<file path="src/rtl/dff_pipe.sv">
// DEPTH-stage valid/ready register pipeline. Empty stages absorb data while downstream is stalled.
// Also provides flush, asynchronous reset to RESET_VALUE and a registered occupancy count.
module dff_pipe #(
    parameter int               WIDTH       = 8,
    parameter int               DEPTH       = 3,
    parameter logic [WIDTH-1:0] RESET_VALUE = '0
) (
    input  logic                       clk,
    input  logic                       rst,
    input  logic                       in_valid,
    output logic                       in_ready,
    input  logic [WIDTH-1:0]           in_data,
    output logic                       out_valid,
    input  logic                       out_ready,
    output logic [WIDTH-1:0]           out_data,
    input  logic                       flush,
    output logic [$clog2(DEPTH+1)-1:0] count
);
    localparam int CW = $clog2(DEPTH+1);

    if (DEPTH < 1) begin : g_depth_check
        $error("dff_pipe: DEPTH must be >= 1");
    end

    logic [WIDTH-1:0] data_q [DEPTH];
    logic [DEPTH-1:0] vld_q;
    logic [DEPTH-1:0] rdy;
    logic             in_acc;
    logic             out_acc;

    // A stage may advance when it or any stage downstream of it is empty, or the sink takes data.
    // Each bit is formed directly from vld_q so the chain has no self-referencing vector.
    always_comb begin
        logic r;
        rdy = '0;
        for (int i = 0; i < DEPTH; i++) begin
            r = out_ready;
            for (int j = i; j < DEPTH; j++) begin
                r = r | ~vld_q[j];
            end
            rdy[i] = r;
        end
    end

    assign in_ready  = rdy[0] & ~flush;
    assign out_valid = vld_q[DEPTH-1];
    assign out_data  = data_q[DEPTH-1];
    assign in_acc    = in_valid & in_ready;
    assign out_acc   = vld_q[DEPTH-1] & out_ready;

    always_ff @(posedge clk or posedge rst) begin
        if (rst) begin
            vld_q <= '0;
            count <= '0;
            for (int i = 0; i < DEPTH; i++) begin
                data_q[i] <= RESET_VALUE;
            end
        end else if (flush) begin
            // Data flops keep their contents; only occupancy is cleared.
            vld_q <= '0;
            count <= '0;
        end else begin
            if (rdy[0]) begin
                vld_q[0] <= in_valid;
                if (in_valid) begin
                    data_q[0] <= in_data;
                end
            end
            for (int i = 1; i < DEPTH; i++) begin
                if (rdy[i]) begin
                    vld_q[i] <= vld_q[i-1];
                    if (vld_q[i-1]) begin
                        data_q[i] <= data_q[i-1];
                    end
                end
            end
            case ({in_acc, out_acc})
                2'b10:   count <= count + CW'(1);
                2'b01:   count <= count - CW'(1);
                default: count <= count;
            endcase
        end
    end
endmodule

</file>
<file path="config.mk">
export PLATFORM = sky130hd
export DESIGN_NAME = dff_pipe
export DESIGN_NICKNAME = d
export VERILOG_FILES = /design/src/rtl/dff_pipe.sv
export SDC_FILE = /design/constraint.sdc
export NUM_CORES = 1
export LEC_CHECK = 0
export CELL_PAD_IN_SITES_DETAIL_PLACEMENT = 0
export CELL_PAD_IN_SITES_GLOBAL_PLACEMENT = 1
export CORE_ASPECT_RATIO = 0.6
export CORE_MARGIN = 2
export CORE_UTILIZATION = 46
export CTS_BUF_LIST = sky130_fd_sc_hd__clkbuf_4 sky130_fd_sc_hd__clkbuf_8
export CTS_CLUSTER_DIAMETER = 30
export DETAILED_ROUTE_END_ITERATION = 7
export PLACE_DENSITY = 0.85
export RECOVER_POWER = 25
export SLEW_MARGIN = 25
export SYNTH_ARGS = -nofsm -noshare
export SYNTH_HDL_FRONTEND = slang
export SYNTH_SLANG_ARGS = --single-unit
</file>
<file path="constraint.sdc">
create_clock -name clk -period 3.5 [get_ports clk]
set_input_delay 0.7 -clock clk [delete_from_list [all_inputs] [get_ports clk]]
set_output_delay 0.7 -clock clk [all_outputs]
set_load 0.005 [all_outputs]
</file>
Word level (Yosys, flattened, before mapping)
Index checks and enable logic that the tools add are counted.

Register bits: 29. Input bits: 13. Output and inout port bits: 12. Word-level logic and storage cells: 37.

$add $sub $neg: 2. Eq/ne operators: 2. Multiplexer cells: 6. Bitwise gates (word level): 13. Reductions and logical operators: 7.

Operators with widths (number): 3-bit AND reduction (3); 1-bit OR (6); 2-bit nonzero test (3); 1-bit inverter (4); 2-bit one-hot mux with 2 select lines (1); 1-bit bitwise AND (3); 1-bit two-way mux (3); 3-bit two-way mux (1); 3-bit nonzero test (1); 2-bit by 1-bit adder with 2-bit output, second input constant (1); 2-bit by 1-bit equality test with 1-bit output, second input constant (1); 2-bit equality test, second input constant (1); 2-bit two-way mux (1); 2-bit by 1-bit subtractor with 2-bit output, second input constant (1).

Depth between registers and ports, before layout
Gate-level depths: netlist of the first run.

Depth in word-level cells: 9. Gate-level depth with buffers: 5.

Worst setup path before layout of the first run
Ideal clock, no wire load.

Path type: input to output. Start point: in out_ready. End point: out in_ready. Arrival: 1.086 ns. Data required time: 2.800 ns. Path slack: 1.714 ns. Stages on the path: 3. Cell sequence: nor2b_4 and3_2 nor2_1.

Cells in the longest elaborated chain, start to end: 4.

RTL lines: from (decl) (line 14) `input logic out_ready,`; 1-bit OR (3 in series) (line 39) `r = r | ~vld_q[j];`; 1-bit bitwise AND (line 45) `assign in_ready = rdy[0] & ~flush;`; to (decl) (line 11) `output logic in_ready,`.

No other way between the ends.

Worst setup path in the final report of the first run
Same ends and word-level chain as after synthesis.

==> results of run 1 <==
[power by group]
part | internal [mW] | switching (mW) | total (mW)
sequential | 0.418 | 0.0420 | 0.460
clock | 0.163 | 0.117 | 0.280
combinational | 0.147 | 0.0566 | 0.204
total | 0.728 | 0.215 | 0.943
[flip-flops by register name (all words and copies together) (netlist names)]
| name | cells |
|---|---|
| count | 2 |
| data_q | 16 |
| out_data | 8 |
| vld_q | 3 |
[per-stage QoR]
step | cell area [sq um] | setup slack (ns)
after floorplan | 1249 | 1.714
after detailed placement | 1458 | 0.6759
final | 1548 | 0.6655
after global routing | 1548 | 0.6008
after CTS | 1548 | 0.6684
after global placement | 1458 | 0.6969
[routing by layer]
layer / up-vias / global-route usage / part of all wire
li1: 334 / - / -
met1: 342 / 0.2080 / 0.49
met2: 24 / 0.2130 / 0.41
met3: 6 / 0.09339 / 0.078
met4: 0 / 0.06792 / 0.021
met5: - / 0 / 0
[placed cells by master (no fill, tap or decap), drive strengths merged, types with 3 or more instances in the layout]
cell type and instances:
nand2 3, nor2b 3, clkbuf 7, nor2 9, clkdlybuf4s50 23, mux2 25
dfrtp 29
[kinds of logic after synthesis]
family,Yosys count
flops,29
mux,25
simple gates,20
buf+inv,10
compound gates,2
xor+xnor,2
[path summary, 6_finish.rpt]
path | from | endpoint | slack (ns) | depth (start not counted)
setup / recovery | out_ready | in_ready | 0.67 | 5
hold / removal | data_q[14] | data_q[14] | 0.50 | 1
setup reg to reg | vld_q[2] | out_data[0] | 2.00 | 3
hold reg to reg | data_q[14] | data_q[14] | 0.50 | 1
max in group asynchronous | rst | out_data[5] | 1.72 | 2
min in group asynchronous | rst | count[1] | 1.13 | 2
[synth_stat cells (2+ instances only)]
cell,count,area (sq um)
buf_4,8,60.06
nand2_1,2,7.510
dfrtp_1,29,725.7
nor2_1,9,33.78
mux2_2,24,270.3
[area by class of cell]
type / instances / area, sq um / share of cell area
Timing Repair Buffer: 24 / 240.2 / 0.1552
Clock buffer: 7 / 90.09 / 0.05821
Sequential cell: 29 / 725.7 / 0.4689
Multi-Input combinational cell: 49 / 447.9 / 0.2894
Inverter: 1 / 3.754 / 0.002425
Tap cell: 32 / 40.04 / 0.02587
[critical path: stages]
cell             delay [ns]
clkdlybuf4s50_1        0.54
nor2b_4                0.08
and3_2                 0.22
nor2_1                 0.08
clkdlybuf4s50_1        0.51
==> impl_metrics.csv, run 1 <==
group,metric,value,unit
synth,syn_nets,101,
synth,synth_top_flop_cell,"dfrtp_1",
power_and_ir_drop,pwr_density_cell,609.5,nW/um^2
floorplan,row_count,14,
synth,synth.avg_cell_area,14.19,sq um
grt,antenna_found_initial,0,
floorplan,start_util,0.4916,
clock_tree,cts_inserted_buffers,5,
timing,clock_skew,0.004169,ns
clock_tree,clock_latency,0.28,ns
hold_path,hold_class,"flip-flop to flip-flop",
placed_design,port_buffers,24,
synth,synthMuxAreaShare,0.2285,
placed_design,place.gp.congestion,0.7596,
route,drc,0,
placed_design,place_inst,135,
grt,grt_pass1_wl,3491,um
timing,relSlewSlack,0.2812,
timing,finalHoldViolations,0,
timing,post-route-period-util,0.8099,
clock_tree,htreeDepth,2,
synth,synthAdderAreaFrac,0,
power_and_ir_drop,p_leak,0.6618,nW
floorplan,coreArea,2540,sq um
clock_tree,post_cts_resized,0,
route,dr.first_iter.drc_count,48,
timing,fmax,0.3528,GHz
synth,yosys_warnings,0,
grt,grt_overflow,0,
synth,synthArstFlopShare,1.000,
clock_tree,post-cts-setup-buffers,0,
layout,utilization,0.6094,
route,wl_per_cell,14.41,um
synth,synth_compound_area_frac,0.01303,
synth,ys_seq_area_frac,0.5812,
synth,synth_edf_count,0,
setup_path,crit_type,"primary input to output port",
clock_tree,cts.sinks,29,
clock_tree,clk_path_buf_depth,2,
route,vias_per_cell,4.972,
layout,fillers,197,
timing,setup_viol,0,
route,vias,706,
timing,tightest_slew,1.077,ns
synth,synth_xor_area_frac,0.01403,
timing,rsz0062_at_grt,"false",
placed_design,dp_hpwl,1372,um
timing,tns,0,ns
route,firstDrtPassIters,4,
power_and_ir_drop,ir_drop,0.0003154,V
layout,diodes,0,
grt,grt_use_total,0.1586,
clock_tree,cts_tree,"done",
timing,hold_slack,0.5005,ns
outcome,outcome,"complete, no violations",
setup_path,crit_fanout,5,
floorplan,die-area,3161,sq um
setup_path,critical_path.endpoint_type,"output port",
layout,area_growth,23.95,%
timing,slew_viol_final,0,
setup_path,cp_data_arrival_time,2.13,ns
synth,synth-simple-area-share,0.1032,
synth,ys_ff_latch,29,
route,totalWireLength,2046,um
synth,synth_top_family_by_area,"multiplexers",
synth,synth_cells,88,
layout,drive_above_1_share,0.3545,
grt,first_global_vias,696,
route,ant_nets,0,
synth,netlist_area,1249,sq um
synth,synth.distinct_cells,21,
clock_tree,clkTransAtPathRegs,0.06,ns
setup_path,start_kind,"primary input",
layout,nets,123,
floorplan,num_io_pins,25,
clock_tree,cts_root_buf,"clkbuf_8",
grt,grt_max_degree,30,
power_and_ir_drop,finalPower,0.9433,mW
timing,period_needed,2.834,ns
job,cap_viol_max_count,0,
setup_path,cp.required,2.80,ns
clock_tree,cts_hold_buf,0,
floorplan,die_w,71.26,um
layout,instances_no_fill,142,
floorplan,die_h,44.36,um
No activity file was read; power rests on OpenSTA's default activity.
==> run 2: changes to the inputs <==
--- a/config.mk
+++ b/config.mk
@@ -9,11 +9,11 @@
 export CELL_PAD_IN_SITES_GLOBAL_PLACEMENT = 1
 export CORE_ASPECT_RATIO = 0.6
 export CORE_MARGIN = 2
-export CORE_UTILIZATION = 46
+export CORE_UTILIZATION = 38
 export CTS_BUF_LIST = sky130_fd_sc_hd__clkbuf_4 sky130_fd_sc_hd__clkbuf_8
 export CTS_CLUSTER_DIAMETER = 30
 export DETAILED_ROUTE_END_ITERATION = 7
-export PLACE_DENSITY = 0.85
+export PLACE_DENSITY = 0.75
 export RECOVER_POWER = 25
 export SLEW_MARGIN = 25
 export SYNTH_ARGS = -nofsm -noshare
==> constraint.sdc (replaced) <==
create_clock -name clk -period 2.5 [get_ports clk]
set_input_delay 0.5 -clock clk [delete_from_list [all_inputs] [get_ports clk]]
set_output_delay 0.5 -clock clk [all_outputs]
set_load 0.005 [all_outputs]
==> run 2 against run 1 <==
Compared with the run above: the flow now finishes with violations (capacitance limit, slew limit); combinational power rose by 42%; clock skew rose by 0.0064 ns; via count rose by 4.2%; critical path type unchanged; highest routed layer unchanged.
==> impl_metrics.csv, run 2 (same netlist as run 1, synthesis figures left out) <==
group,metric,value,unit
outcome,outcome,"finished, violations left",
outcome,violations,"capacitance limit, slew limit",
floorplan,die_h,48.41,um
timing,setup_viol,0,
grt,grt_max_degree,30,
clock_tree,cts.sinks,29,
timing,clock_skew,0.01052,ns
layout,diodes,0,
clock_tree,post_cts_resized,0,
route,dr.first_iter.drc_count,21,
timing,slew_viol_final,30,
layout,instances_no_fill,160,
timing,tightest_slew,1.523,ns
clock_tree,clkTransAtPathRegs,0.06,ns
setup_path,cp.required,2.00,ns
setup_path,start_kind,"primary input",
setup_path,worstPathCellList,"clkdlybuf4s50_1 > nor2b_4 > and3_2 > nor2_1 > clkdlybuf4s50_1",
route,vias_per_cell,4.600,
setup_path,critical_path.endpoint_type,"output port",
timing,rsz0062_at_grt,"false",
layout,final_common_cell,"dfrtp_1",
floorplan,row_count,16,
route,ant_nets,0,
grt,grt_use_total,0.1346,
placed_design,place_inst,152,
setup_path,cp_data_arrival_time,1.90,ns
route,drc,0,
timing,final.setup.worst_slack,0.09627,ns
placed_design,port_buffers,24,
clock_tree,clk_path_buf_depth,2,
grt,grt_overflow,0,
timing,fmax,0.4160,GHz
floorplan,coreArea,3203,sq um
route,wl_per_cell,13.11,um
floorplan,start_util,0.3898,
setup_path,r2r_setup_slack,0.98,ns
job,cap_viol_max_count,1,
timing,period_needed,2.404,ns
clock_tree,cts_inserted_buffers,5,
clock_tree,clock_latency,0.28,ns
timing,relSlewSlack,-0.01520,
route,firstDrtPassIters,4,
grt,antenna_found_initial,0,
timing,post-route-period-util,0.9615,
clock_tree,cts_tree,"done",
grt,grt_pass1_wl,3622,um
power_and_ir_drop,p_leak,0.6927,nW
grt,first_global_vias,753,
timing,tns,0,ns
setup_path,crit_type,"primary input to output port",
clock_tree,cts_root_buf,"clkbuf_8",
timing,finalHoldViolations,0,
layout,final_cell_mix,"29 x dfrtp_1, 24 x mux2_2, 23 x clkdlybuf4s50_1",
layout,utilization,0.5059,
floorplan,die_w,78.01,um
layout,area_growth,29.76,%
layout,regMostFlops,"data_q",
setup_path,crit_fanout,3,
hold_path,hold_class,"flip-flop to flip-flop",
timing,hold_slack,0.5037,ns
layout,largest_reg_flops,16,
layout,nets,127,
clock_tree,htreeDepth,2,
clock_tree,cts_hold_buf,0,
placed_design,dp_hpwl,1420,um
clock_tree,post-cts-setup-buffers,0,
layout,drive_above_1_share,0.3739,
route,vias,736,
setup_path,cpMostUsedCell,"clkdlybuf4s50_1",
setup_path,cp_num_buf_inv,2,
power_and_ir_drop,ir_drop,0.0005023,V
setup_path,cp_top_family,"buffers and inverters",
power_and_ir_drop,pwr_density_cell,888.2,nW/um^2
placed_design,place.gp.congestion,0.7648,
setup_path,crit_path_top_delay_cell,"clkdlybuf4s50_1",
placed_design,dp_slack,0.1046,ns
floorplan,die-area,3776,sq um
floorplan,num_io_pins,25,
setup_path,slowest_delay,0.55,ns
route,totalWireLength,2097,um
[run 2: changes by cell type in the layout (fill, tap and decap cells not counted), sizes merged]
cell    delta
buf        +3
bufinv     +1
clkbuf     +1
[run 2: cell type report]
class,instances,area (sq um)
Fill cell,287,1583
Clock buffer,7,90.09
Clock inverter,1,30.03
Multi-Input combinational cell,49,447.9
Inverter,1,3.754
Sequential cell,29,725.7
Timing Repair Buffer,28,266.5
Tap cell,45,56.30
[run 2: worst paths after layout]
kind / start / endpoint / cells after the start
worst min register to register: data_q[8] / out_data[0] / 1
worst max register to register: vld_q[2] / out_data[4] / 5
min in group asynchronous: rst / data_q[13] / 3
max in group asynchronous: rst / data_q[23] / 3
worst min-delay path: data_q[8] / out_data[0] / 1
worst max-delay path: out_ready / in_ready / 5
[run 2: power by group]
| group | leakage [nW] | total, mW | switching, mW | internal [mW] |
|---|---|---|---|---|
| Sequential | 0.354 | 0.642 | 0.0576 | 0.585 |
| Clock | 0.0619 | 0.508 | 0.172 | 0.335 |
| Combinational | 0.277 | 0.289 | 0.0810 | 0.208 |
| Total | 0.693 | 1.44 | 0.311 | 1.13 |
[run 2: per-layer routing]
| metal | track usage | up-vias | wire length (um) |
|---|---|---|---|
| met5 | 0 | - | 0 |
| met4 | 0.06140 | 0 | 38 |
| met3 | 0.07649 | 4 | 113 |
| met2 | 0.1839 | 17 | 921 |
| met1 | 0.1728 | 374 | 1023 |
| li1 | - | 341 | - |
[run 2: stage by stage]
| stage | area [sq um] | power [mW] |
|---|---|---|
| finish | 1620 | 1.439 |
| global route | 1620 | 1.525 |
| CTS | 1624 | 1.462 |
| detailed placement | 1504 | 0.9475 |
| global placement | 1504 | 0.9347 |
| floorplan | 1249 | 0.8488 |
